### src/rtl/cw_sequencer.sv
// cw_sequencer: fetches instructions, steps the CU state through execute cycles, owns IR/state/NZCV.
// Phase changes take one clock; mem_ready low stalls FETCH and IR_load execute cycles indefinitely.
module cw_sequencer #(
   parameter int CUL      = 36,
   parameter int MAX_EXEC = 8
) (
   input  logic           clock,
   input  logic           reset_n,
   input  logic [31:0]    mem_data,
   input  logic           mem_ready,
   input  logic [3:0]     NS,
   input  logic [CUL:0]   controlWord,
   input  logic [3:0]     status_in,
   output logic [31:0]    IR,
   output logic [3:0]     state,
   output logic [3:0]     status,
   output logic           mem_req,
   output logic           rf_we,
   output logic           mem_we,
   output logic           pc_step,
   output logic [1:0]     pc_fs,
   output logic           abort
);

   typedef struct packed {
      logic       spare;
      logic [4:0] fs;
      logic [4:0] sa;
      logic [4:0] sb;
      logic [4:0] da;
      logic       w_reg;
      logic       c0;
      logic [1:0] mem_cs;
      logic       b_sel;
      logic       mem_write_en;
      logic       ir_load;
      logic       status_load;
      logic [1:0] size;
      logic       add_tri_sel;
      logic [1:0] data_tri_sel;
      logic       pc_sel;
      logic [1:0] pc_fs;
   } cw_t;

   typedef enum logic [1:0] {
      PH_IDLE  = 2'd0,
      PH_FETCH = 2'd1,
      PH_EXEC  = 2'd2
   } phase_t;

   localparam int               CNT_W    = $clog2(MAX_EXEC + 1);
   localparam logic [CNT_W-1:0] CNT_LAST = CNT_W'(MAX_EXEC - 1);
   localparam logic [1:0]       PC_INC   = 2'b01;

   cw_t              cw;
   phase_t           phase_q, phase_nx;
   logic [CNT_W-1:0] cnt_q, cnt_nx;
   logic [31:0]      ir_nx;
   logic [3:0]       state_nx, status_nx;
   logic [1:0]       pc_fs_nx;
   logic             mem_req_nx, pc_step_nx, abort_nx;
   logic             in_exec, stall;
   logic             unused_cw;

   assign cw = cw_t'(controlWord[36:0]);

   // Datapath fields are consumed elsewhere; only the sequencing fields matter here.
   assign unused_cw = ^{cw.spare, cw.fs, cw.sa, cw.sb, cw.da, cw.c0, cw.mem_cs, cw.b_sel,
                        cw.size, cw.add_tri_sel, cw.data_tri_sel, cw.pc_sel};

   assign in_exec = (phase_q == PH_EXEC);
   assign stall   = in_exec & cw.ir_load & ~mem_ready;

   // Strobes are combinational so they line up with the control word of the current state.
   assign rf_we  = reset_n & in_exec & ~stall & cw.w_reg;
   assign mem_we = reset_n & in_exec & ~stall & cw.mem_write_en;

   always_comb begin
      phase_nx   = phase_q;
      cnt_nx     = cnt_q;
      ir_nx      = IR;
      state_nx   = state;
      status_nx  = status;
      pc_fs_nx   = pc_fs;
      pc_step_nx = 1'b0;
      abort_nx   = 1'b0;
      mem_req_nx = 1'b0;

      case (phase_q)
         PH_IDLE: begin
            phase_nx = PH_FETCH;
         end
         PH_FETCH: begin
            if (mem_ready) begin
               ir_nx    = mem_data;
               state_nx = 4'd0;
               cnt_nx   = '0;
               phase_nx = PH_EXEC;
            end
         end
         PH_EXEC: begin
            if (!stall) begin
               if (cw.ir_load) begin
                  ir_nx = mem_data;
               end
               if (cw.status_load) begin
                  status_nx = status_in;
               end
               if (NS == 4'd0) begin
                  phase_nx   = PH_FETCH;
                  state_nx   = 4'd0;
                  cnt_nx     = '0;
                  pc_step_nx = 1'b1;
                  pc_fs_nx   = cw.pc_fs;
               end else if (cnt_q == CNT_LAST) begin
                  // Runaway instruction: give up and move on to the next one.
                  phase_nx   = PH_FETCH;
                  state_nx   = 4'd0;
                  cnt_nx     = '0;
                  pc_step_nx = 1'b1;
                  pc_fs_nx   = PC_INC;
                  abort_nx   = 1'b1;
               end else begin
                  state_nx = NS;
                  cnt_nx   = cnt_q + 1'b1;
               end
            end
         end
         default: begin
            phase_nx = PH_IDLE;
         end
      endcase

      mem_req_nx = (phase_nx == PH_FETCH);
   end

   always_ff @(posedge clock or negedge reset_n) begin
      if (!reset_n) begin
         phase_q <= PH_IDLE;
         cnt_q   <= '0;
         IR      <= 32'd0;
         state   <= 4'd0;
         status  <= 4'd0;
         mem_req <= 1'b0;
         pc_step <= 1'b0;
         pc_fs   <= 2'b00;
         abort   <= 1'b0;
      end else begin
         phase_q <= phase_nx;
         cnt_q   <= cnt_nx;
         IR      <= ir_nx;
         state   <= state_nx;
         status  <= status_nx;
         mem_req <= mem_req_nx;
         pc_step <= pc_step_nx;
         pc_fs   <= pc_fs_nx;
         abort   <= abort_nx;
      end
   end

endmodule

### config.mk
export PLATFORM = sky130hd
export DESIGN_NAME = cw_sequencer
export DESIGN_NICKNAME = d
export VERILOG_FILES = /design/src/rtl/cw_sequencer.sv
export SDC_FILE = /design/constraint.sdc
export NUM_CORES = 1
export LEC_CHECK = 0
export CORE_MARGIN = 1.5
export CORE_UTILIZATION = 40
export DETAILED_ROUTE_END_ITERATION = 6
export GPL_TIMING_DRIVEN = 0
export HOLD_SLACK_MARGIN = 0.03
export PLACE_DENSITY = 0.85
export SLEW_MARGIN = 10
export SYNTH_ARGS = -nofsm -noshare
export SYNTH_HDL_FRONTEND = slang
export SYNTH_SLANG_ARGS = --single-unit
### constraint.sdc
create_clock -name clock -period 4.2 [get_ports clock]
set_input_delay 0.84 -clock clock [delete_from_list [all_inputs] [get_ports clock]]
set_output_delay 0.84 -clock clock [all_outputs]
set_load 0.02 [all_outputs]
**After elaboration in Yosys (flattened, before gate mapping)**

Index checks and enable logic that the tools add are counted.

- Bits in registers: 51
- Input bits: 80
- Output and inout bits: 47
- Word-level logic and storage cells: 60

- $add $sub $neg: 1
- Equality and inequality tests: 7
- Muxes and demuxes: 27
- Bitwise operators: 8
- Reductions and logical operators: 8

Operators by type and width:

| operator | number |
|---|---|
| $mux W32 | 3 |
| $pmux W32 S2 | 1 |
| $mux W4 | 7 |
| $pmux W4 S2 | 2 |
| $mux W2 | 6 |
| $reduce_and A3 Y1 | 3 |
| $mux W1 | 7 |
| $and A1 B1 Y1 | 6 |
| $ne A2 B2 Y1 const B | 3 |
| $pmux W2 S3 | 1 |
| $add A4 B1 Y4 const B | 1 |
| $eq A2 B1 Y1 const B | 2 |
| $eq A4 B3 Y1 const B | 1 |
| $logic_not A4 Y1 | 1 |
| $reduce_and A4 Y1 | 1 |
| $reduce_bool A2 Y1 | 2 |
| $eq A2 B2 Y1 const B | 1 |
| $logic_not A2 Y1 | 1 |
| $not A1 Y1 | 2 |

**Longest topological paths before layout**

Gate-level depths: netlist of the first run.

- Depth after elaboration: 6
- Mapped depth: 4
- Mapped depth without buffers: 4

**Worst setup path after synthesis of the first run**

Ideal clock, no wire load.

- Kind: input -> output
- From: input controlWord[9]
- To: output mem_we
- Arrival: 1.466 ns
- Required time: 3.360 ns
- Setup slack: 1.894 ns
- Stages on the path: 3
- Path buffers: 0
- Path through: nor2b_1 nor2_1 and3_1

- Word-level cells in the longest chain between the ends: 5

RTL lines:

| what | line | source |
|---|---|---|
| start: declaration | 12 | `input logic [CUL:0] controlWord,` |
| $and A1 B1 Y1 (2 in a row) | 72 | `assign stall = in_exec & cw.ir_load & ~mem_ready;` |
| $not A1 Y1 (no line) | n/a |  |
| $and A1 B1 Y1 (2 in a row) | 76 | `assign mem_we = reset_n & in_exec & ~stall & cw.mem_write_en;` |
| end: declaration | 19 | `output logic mem_we,` |

No other way between the ends.

**Worst setup path after layout of the first run**

- From: input mem_ready
- To: output mem_we

- Word-level cells in the longest chain between the ends: 5

RTL lines:

| what | line | source |
|---|---|---|
| start: declaration | 10 | `input logic mem_ready,` |
| $not A1 Y1 | 72 |  |
| $and A1 B1 Y1 | 72 |  |
| $not A1 Y1 (no line) | n/a |  |
| $and A1 B1 Y1 (2 in a row) | 76 |  |

No other way between the ends.

==> metrics.txt, run 1 <==
Area contributors post-synth dfrtp_1 (61%), mux2_1 (17%), mux2_2 (2.7%); CTS tree yes; Synth area leader dfrtp_1; largest net degree at the start of global routing 30; Ys Warns 0; initial DRC count 63; clk_skew ~0.0055 ns; Data arrival, critical path between 2 and 3 ns; Netlist cell types 33; Placement Setup Slack 0.754 ns; max cap viols 0; count leader, synth dfrtp_1; FILL cells roughly 430; Max IR drop VDD 0.294 mV; core area ~5100 um^2; relative slew slack between 50% and 60%; syn_area_per_cell between 10 and 15 um^2; CTS H-tree depth 2; vias approximately 1,600; clock slew at reported path FFs ~0.080 ns; measured slew at the worst slew-check pin 0.634 ns; status finished clean; Cell Pwr Density slightly above 700 nW/um^2; FP Rows 26; Fmax 0.291 GHz; hpwl dp approximately 3.4 mm; first-pass GRT wire length about 7 mm; Clock Latency Late Sink about 0.3 ns; io pins around 130; Leak 1.36 nW; Tcrit/Tclk final between 80% and 90%; Critical R2R Launch phase_q[0]; initial antenna violation count 0; top cell types by occurrence after synthesis dfrtp_1 (51), mux2_1 (31), inv_1 (9), o21ai_1 (6); FFs w/ async S/R, synth 100%; grt ovf 0; sequential area share after synthesis 61.0%; Avg WL per Cell 13.8 um; post-route setup slack approximately 0.76 ns; number of flops mapped to enable cells by yosys 0; Syn Nets roughly 230; PortBufs between 90 and 100; max-slew violations 0; nets between 300 and 400; All-Layer GR Usage between 10% and 20%; Final ANT Viol Nets 0; cts hold-fix bufs 0; Hold Crit Class flop to flop; RSZ-0062 raised after global routing no; Vias per Instance 4.85; TritonCTS buffer count 5; area delta synth->final 56.7%; Worst setup SP type primary input; First-pass DRT Iterations 4; Fin. Hold Viols 0; clk sinks 51; DRT Wirelength ~4.5 mm; ys flop type dfrtp_1; Yosys reg bits between 50 and 60; crit path launch mem_ready; Hold WS ~0.5 ns; post-synthesis cell count 150; initial core utilization 41.2%; Die Height 75.3 um; vias in the first global route between 1,500 and 2,000; Final setup viols 0; share of the synthesized area in the top cell type between 60% and 70%; Final min period between 3 and 4 ns; worst hold path startpoint status[0]; DRC Markers 0; CTS-repair resized insts 0; Mapped Area roughly 2100 um^2; worst endpoint required time between 3 and 4 ns; die area about 5700 um^2; layout cell share with drive strength beyond 1 a little over 8%; CP max FO 6; clk root buf clkbuf_8; CTS Buffer Depth 2; die width around 75 um; Post-CTS Setup Bufs 0; Final GP Congestion 0.832; # diodes 0; Critical Setup Path Class primary input to output port; Setup crit end kind output port
layout make-up:
| type | count | area, um^2 | share of cell area (%) |
|---|---|---|---|
| plain buffers | 6 | 42.5 | 1.30 |
| inverters | 9 | 33.8 | 1.03 |
| repair buffers | 96 | 966 | 29.5 |
| clock buffers | 6 | 72.6 | 2.21 |
| flip-flops and latches | 51 | 1280 | 38.9 |
| clock inverters | 2 | 60.1 | 1.83 |
| well taps | 70 | 87.6 | 2.67 |
| multi-input cells | 84 | 741 | 22.6 |
routing by layer:
metal  track usage [%]  vias to the layer above  part of all wire [%]
li1                  -                      747                     -
met1              19.7                      757                    41
met2              28.0                       63                    49
met3              4.10                        6                   8.3
met4              6.35                        0                   1.1
met5                 0                        -                     0
cells by family (layout without fill, tap and decap cells):
family          count (synthesis)  count (layout)  synth area share (%)
compound gates                 21              21                  7.35
fa+ha+maj                       1               1                 0.598
buf+inv                        15             119                  3.65
flops                          51              51                  61.0
mux                            37              37                  19.8
simple gates                   25              25                  7.59
power breakdown:
group | leakage, nW | switching, mW | internal, mW
Combinational | 0.678 | 0.523 | 0.584
Sequential | 0.618 | 0.123 | 0.717
Clock | 0.0654 | 0.154 | 0.238
per-stage QoR:
| step | power, mW | area [um^2] | setup TNS (ns) | instances | util (%) |
|---|---|---|---|---|---|
| 3_5_place_dp | 1.97 | 3150 | 0 | 316 | 62.0 |
| 4_1_cts | 2.38 | 3280 | 0 | 324 | 64.6 |
| 5_1_grt | 2.49 | 3280 | 0 | 324 | 64.6 |
| 3_3_place_gp | 1.94 | 3130 | -1.25 | 315 | 61.7 |
| 6_report | 2.34 | 3280 | 0 | 324 | 64.6 |
| 2_1_floorplan | 1.42 | 2090 | 0 | 150 | - |
state kept, by name, indices dropped and copies added, names as in the netlist:
| signal | flops |
|---|---|
| IR | 32 |
| cnt_q | 4 |
| state | 4 |
| status | 4 |
| pc_fs | 2 |
| phase_q | 2 |
| abort | 1 |
| mem_req | 1 |
| pc_step | 1 |
layout by cell type (no fill, tap or decap), drive strengths merged, types with 3 or more instances in the layout:
master	instances
o21ai	7
clkbuf	7
dfrtp	51
mux2	36
o2111ai	5
inv	9
clkdlybuf4s50	94
nor2b	3
nand3	5
buf	7
worst paths after layout:
path / endpoint / slack [ns] / depth (start not counted)
worst max-delay path: mem_we / 0.76 / 5
worst min register to register: status[0] / 0.49 / 1
worst min-delay path: status[0] / 0.49 / 1
max in group asynchronous: IR[28] / 3.09 / 2
worst max register to register: IR[19] / 2.50 / 4
min in group asynchronous: pc_fs[1] / 0.55 / 1
critical path, cell delays in order:
cell             delay [ns]
clkdlybuf4s50_1        0.50
nor2b_1                0.41
nor2_1                 0.12
and3_1                 0.20
clkdlybuf4s50_1        0.53
(Power assumes the default switching activity.)
==> run 2: changes to the inputs <==
- CORE_UTILIZATION: 40 -> 37
- PLACE_DENSITY: 0.85 -> 0.8
- clock period: 4.2 -> 3.57 ns (I/O delays scaled with it)
==> metrics.txt, run 2 (synthesis gave the netlist of run 1 again) <==
status finished clean; fin cells approximately 320; CTS H-tree depth 2; Critical R2R Launch phase_q[0]; Cell Chain, Critical Path clkdlybuf4s50_1 > nor2b_1 > nor2_1 > and3_1 > clkdlybuf4s50_1; nets 334; Leak about 1.3 nW; worst endpoint required time roughly 2.9 ns; Post-CTS Setup Bufs 0; layout cell share with drive strength beyond 1 under 10%; All-Layer GR Usage between 10% and 20%; Avg WL per Cell 13.3 um; slowest stage cell, crit path clkdlybuf4s50_1; RSZ-0062 raised after global routing no; Hold Crit Class primary input to asynchronous set/reset pin; relative slew slack roughly 60%; DP Area around 3100 um^2; Placement Setup Slack approximately 0.41 ns; Final ANT Viol Nets 0; hpwl dp between 3 and 4 mm; post-route setup slack around 0.43 ns; Tcrit/Tclk final roughly 88%; first-pass GRT wire length between 7 and 8 mm; io pins around 130; Vias per Instance between 4 and 5; DRT Wirelength ~4.3 mm; Critical Setup Path Class primary input to output port; Fin. Hold Viols 0; worst path buffer plus inverter count 2; First-pass DRT Iterations 4; Core Util, Final 58.9%; Final setup viols 0; clk root buf clkbuf_8; CP max FO 4; capturing point of the worst reg2reg path IR[7]; CP top delay family buffers and inverters; Clock Latency Late Sink roughly 0.30 ns; FF-to-FF path depth 4; CTS-repair resized insts 0; max reg flops 32; Die Height just under 80 um; crit-path most repeated cell clkdlybuf4s50_1; Hold WS roughly 0.41 ns; CTS tree yes; vias about 1,600; Worst setup SP type primary input; grt ovf 0; initial core utilization 38.2%; CTS Buffer Depth 2; measured slew at the worst slew-check pin about 0.6 ns; Final GP Congestion approximately 0.75; max-slew violations 0; FF-to-FF setup slack around 1.9 ns; largest net degree at the start of global routing 29; initial DRC count 35; Post-Place Cells 318; Cell Pwr Density between 800 and 900 nW/um^2; die width 78.2 um; vias in the first global route approximately 1,600; # diodes 0; max cap viols 0; clock slew at reported path FFs roughly 0.08 ns; Setup crit end kind output port; Max IR drop VDD around 0.39 mV; PortBufs 95; clk_skew between 0.004 and 0.005 ns; Crit path largest cell delay approximately 0.54 ns; Final min period 3.14 ns; DRC Markers 0; area delta synth->final 53.9%; commonest non-fill, non-tap cell in the layout clkdlybuf4s50_1; initial antenna violation count 0; clk sinks 51; Data arrival, critical path around 2.4 ns; Design Area, Final 3220 um^2; Fmax 0.319 GHz; die area around 6100 um^2; TritonCTS buffer count 5; core area ~5500 um^2; largest reg by FF count IR; cts hold-fix bufs 0; most frequent cells in the layout clkdlybuf4s50_1 (94), dfrtp_1 (51), mux2_1 (31), inv_1 (9), o21ai_1 (6); FP Rows 27
run 2: layout make-up:
cell class,instances,area [um^2]
repair buffers,96,966
multi-input cells,84,741
well taps,72,90.1
clock buffers,6,72.6
inverters,9,33.8
flip-flops and latches,51,1280
fillers,464,2250
plain buffers,6,42.5
run 2: power breakdown:
group / leakage [nW] / internal [mW] / switching [mW]
logic: 0.678 / 0.687 / 0.616
clock network: 0.0371 / 0.131 / 0.171
registers: 0.618 / 0.844 / 0.140
total: 1.33 / 1.66 / 0.926
run 2: through the flow:
stage / setup TNS [ns] / total power [mW]
2_1_floorplan: 0 / 1.67
3_3_place_gp: -2.04 / 2.28
3_5_place_dp: 0 / 2.32
4_1_cts: 0 / 2.63
5_1_grt: 0 / 2.76
6_report: 0 / 2.59
run 2: how the worst max path moves through the flow:
stage,startpoint,endpoint,slack [ns],cells past startpoint
2_1_floorplan,controlWord[9],mem_we,1.52,3
3_3_place_gp,reset_n,rf_we,-1.02,3
3_5_place_dp,mem_ready,rf_we,0.41,5
4_1_cts,mem_ready,rf_we,0.42,5
5_1_grt,mem_ready,rf_we,0.31,5
6_report,controlWord[9],rf_we,0.43,5
run 2: layer usage:
layer  global-route usage [%]  vias to the layer above  routed length [um]
met3                     5.35                        5                 368
met2                     24.5                       60                2070
li1                         -                      742                   -
met1                     18.2                      781                1850
met4                     4.64                        0                  39
met5                        0                        -                   0
